<file path="config.mk">
export PLATFORM = sky130hd
export DESIGN_NAME = pulse_interval_meter
export DESIGN_NICKNAME = d
export VERILOG_FILES = /design/src/rtl/pulse_interval_meter.sv
export SDC_FILE = /design/constraint.sdc
export NUM_CORES = 1
export LEC_CHECK = 0
export BUFFER_PORTS_ARGS = -buffer_cell sky130_fd_sc_hd__buf_2
export CAP_MARGIN = 20
export CORE_MARGIN = 2
export CORE_UTILIZATION = 58
export DETAILED_ROUTE_END_ITERATION = 12
export PLACE_DENSITY_LB_ADDON = 0.12
export SLEW_MARGIN = 0
export SYNTH_ARGS = -nofsm -noshare
export SYNTH_HDL_FRONTEND = slang
export SYNTH_SLANG_ARGS = --single-unit
</file>
<file path="constraint.sdc">
create_clock -name clk -period 2.5 [get_ports clk]
set_input_delay 0.5 -clock clk [delete_from_list [all_inputs] [get_ports clk]]
set_output_delay 0.5 -clock clk [all_outputs]
set_load 0.02 [all_outputs]
</file>
<file path="src/rtl/pulse_interval_meter.sv">
// Coarse start-to-stop interval meter: counts clock cycles between a start edge
// and a stop edge (or a timeout) and hands each result out over valid/ready.
module pulse_interval_meter #(
  parameter int unsigned WIDTH   = 32,
  parameter int unsigned TIMEOUT = 1000
) (
  input  logic             clk,
  input  logic             reset,
  input  logic             start_in,
  input  logic             stop_in,
  input  logic             result_ready,
  output logic             result_valid,
  output logic [WIDTH-1:0] interval,
  output logic             timeout,
  output logic             busy,
  output logic [15:0]      missed_cnt
);

  localparam logic [WIDTH-1:0] TIMEOUT_CNT = WIDTH'(TIMEOUT);

  typedef enum logic [1:0] {
    IDLE    = 2'd0,
    MEASURE = 2'd1,
    DONE    = 2'd2
  } state_t;

  state_t           state;
  logic             start_q;
  logic             stop_q;
  logic [WIDTH-1:0] cnt;
  logic             start_edge;
  logic             stop_edge;

  // A level held high yields one edge, so long pulses count as a single event.
  assign start_edge = start_in & ~start_q;
  assign stop_edge  = stop_in  & ~stop_q;

  // NOTE: state is updated with non-blocking assignments so every register in
  // this block sees the pre-edge values of its neighbours, like real flops.
  always_ff @(posedge clk or negedge reset) begin
    if (!reset) begin
      state        <= IDLE;
      start_q      <= 1'b0;
      stop_q       <= 1'b0;
      cnt          <= '0;
      result_valid <= 1'b0;
      interval     <= '0;
      timeout      <= 1'b0;
      busy         <= 1'b0;
      missed_cnt   <= '0;
    end else begin
      start_q <= start_in;
      stop_q  <= stop_in;

      // Starts that arrive while a measurement or result is pending are dropped.
      if (start_edge && (state != IDLE) && (missed_cnt != 16'hFFFF))
        missed_cnt <= missed_cnt + 16'd1;

      unique case (state)
        IDLE: begin
          if (start_edge && stop_edge) begin
            state        <= DONE;
            interval     <= '0;
            timeout      <= 1'b0;
            result_valid <= 1'b1;
          end else if (start_edge) begin
            state <= MEASURE;
            cnt   <= WIDTH'(1);
            busy  <= 1'b1;
          end
        end

        MEASURE: begin
          if (stop_edge) begin
            state        <= DONE;
            interval     <= cnt;
            timeout      <= 1'b0;
            busy         <= 1'b0;
            result_valid <= 1'b1;
          end else if (cnt == TIMEOUT_CNT) begin
            state        <= DONE;
            interval     <= TIMEOUT_CNT;
            timeout      <= 1'b1;
            busy         <= 1'b0;
            result_valid <= 1'b1;
          end else begin
            cnt <= cnt + WIDTH'(1);
          end
        end

        DONE: begin
          if (result_ready) begin
            state        <= IDLE;
            result_valid <= 1'b0;
          end
        end

        default: begin
          state        <= IDLE;
          busy         <= 1'b0;
          result_valid <= 1'b0;
        end
      endcase
    end
  end

endmodule

</file>
==> results.toml <==
[status]
status = "finished clean"

[sta]
slew_headroom = 0.600
setup_viol = 0
hold_viol = 0
max_freq_mhz = 425
min_period_ns = 2.35
worstMarginPinSlew_ns = 0.599
fin_skew_ns = 0.00639
finalCritPeriodShare = 0.942
timing.final.max_slew_violations = 0

[logic_synthesis]
yosysTopAreaCellShare = 0.505
ys_top_cells_by_count = "dfrtp_1 (87), o21ai_0 (33), a22o_1 (26)"
synth_cell_type_count = 52
async_reset_ff_frac = 1.00
ys_seq_area_frac = 0.505
synth_nets = 427
synth_seq_cells = 87
yosys.area.top_type = "dfrtp_1"
synth_area_leaders = "dfrtp_1 (50%), a22o_1 (5.3%), o21ai_0 (3.8%)"
synth-edff-count = 0
synth_flop_cell = "dfrtp_1"
synth_warnings = 0
synth_area_sq_um = 4310
synth.most_common_cell = "dfrtp_1"
synthCells = 419
postSynthAreaPerCell_sq_um = 10.3

[die]
die_area_sq_um = 8140
num_rows = 31
start_util = 0.598
die_h_microns = 90.2
core_region_area_sq_um = 7210
die_w_microns = 90.2
ios = 56

[clock_tree]
cts.clk_slew.worst_paths_ns = 0.09
cts-hold-fix-buffers = 0
cts_htree_levels = 3
root_buffer = "clkbuf_8"
cts_resized = 0
clk-insertion-delay-late_ns = 0.37
cts_inserted_buffers = 9
cts.sinks = 87
cts_buffer_depth = 2
cts_tree = "built"
post-cts-setup-buffer-count = 0

[route]
drtIter0Drc = 430
first_pass_iters = 5
wl_mm = 10.8
antenna_left = 0
vias = 3741
drc = 0
viasPerCell = 6.32
routedWlPerCell_microns = 18.2

[power_and_ir_drop]
p_leak_uw = 0.00238
total_power_uw = 3520
ir_worst_vdd_mv = 0.515
power.density_nw_per_um2 = 701

[final_layout]
fin_area_sq_um = 5020
fin_nets = 496
syn2layout_area_growth_pct = 16.5
antennaDiodeCount = 0
drive_gt1_frac = 0.233

[global_route]
grt_remaining_overflow = 0
antenna_found_initial = 0
grt_max_degree = 54
grt_pass1_wl_mm = 17.8
grt.total_usage = 0.274
grt_pass1_vias = 3467

[worst_setup_path]
worstSetupStartpointType = "register"
crit_type = "reg -> reg"
crit_path_end_kind = "register"
worstPathArrival_ns = 2.61
required_ns = 2.76
crit_fanout = 24

[place]
place.gp.congestion = 0.935
place_area_sq_um = 4810
io_buffers = 55
dp_hpwl_mm = 7.50

[worst_hold_path]
hp-class = "in -> async"

[flow_run]
drv_cap = 0
[per-stage QoR]
step / std cells / hold slack (ns) / setup WS, ns / util / TNS, ns
floorplan: 419 / 0.204 / 0.216 / - / 0
global placement: 576 / 0.476 / 0.205 / 0.667 / 0
detailed placement: 576 / 0.481 / 0.0621 / 0.667 / 0
CTS: 592 / 0.0861 / 0.0131 / 0.695 / 0
global route: 592 / 0.110 / -0.0101 / 0.696 / -0.0370
finish: 592 / 0.0731 / 0.145 / 0.696 / 0
[worst paths after layout]
check	to	cells past startpoint	slack, ns	from
min in group clk	start_q$_DFF_PN0_	1	0.26	start_in
max in group asynchronous	interval[0]$_DFFE_PN0P_	2	1.81	reset
worst max-delay path	interval[14]$_DFFE_PN0P_	8	0.15	cnt[0]$_DFFE_PN0P_
worst min register to register	interval[30]$_DFFE_PN0P_	1	0.50	interval[30]$_DFFE_PN0P_
worst max register to register	interval[14]$_DFFE_PN0P_	8	0.15	cnt[0]$_DFFE_PN0P_
worst min-delay path	interval[13]$_DFFE_PN0P_	1	0.07	reset
[flip-flops by register name (all words and copies together) (netlist names)]
signal and cells:
result_valid 1, missed_cnt 16, stop_q 1, state 2, cnt 32, start_q 1, interval 32, busy 1
timeout 1
[routing by layer]
| layer | vias up | global-route usage | wire length, microns |
|---|---|---|---|
| li1 | 1735 | - | - |
| met1 | 1788 | 0.416 | 4800 |
| met2 | 193 | 0.399 | 4870 |
| met3 | 25 | 0.0469 | 866 |
| met4 | 0 | 0.0974 | 250 |
| met5 | - | 0 | 0 |
[critical path, cell delays in order, from the launching register on]
cell and delay [ns]:
dfrtp_1 0.38, inv_1 0.05, ha_1 0.18, nor4b_2 0.22
nand4_1 0.15, or3_1 0.45, a211o_1 0.35, buf_4 0.24
a22o_1 0.22
[layout by cell type (no fill, tap or decap), types with 15 or more instances in the layout]
cell,instances
a22o_1,26
buf_2,54
nand3_1,21
nand2_1,20
nand4_1,15
nor2_1,18
o21ai_0,33
buf_4,36
dfrtp_1,87
a31oi_1,22
[area by class of cell]
| class | count | area [sq um] |
|---|---|---|
| repair buffers | 91 | 561 |
| fillers | 550 | 2190 |
| flip-flops and latches | 87 | 2180 |
| well taps | 99 | 124 |
| clock inverters | 7 | 78.8 |
| multi-input cells | 286 | 1910 |
| clock buffers | 9 | 124 |
| inverters | 13 | 48.8 |
[cells by family (layout without fill, tap and decap cells)]
family                   after synthesis  count (layout)  share of synthesized area
XOR/XNOR                              13              13                     0.0264
AO/OA/AOI/OAI                        123             123                      0.197
AND/OR/NAND/NOR                      136             136                      0.182
flip-flops                            87              87                      0.505
adder cells (fa/ha/maj)                3               3                    0.00871
buffers and inverters                 46             120                     0.0551
multiplexers                          11              11                     0.0258
[power breakdown]
part           internal [uW]  switching (uW)
Sequential              1550             125
Combinational            316             516
Clock                    472             547
Total                   2340            1190
Note: power is estimated with default switching activity, not from simulation.
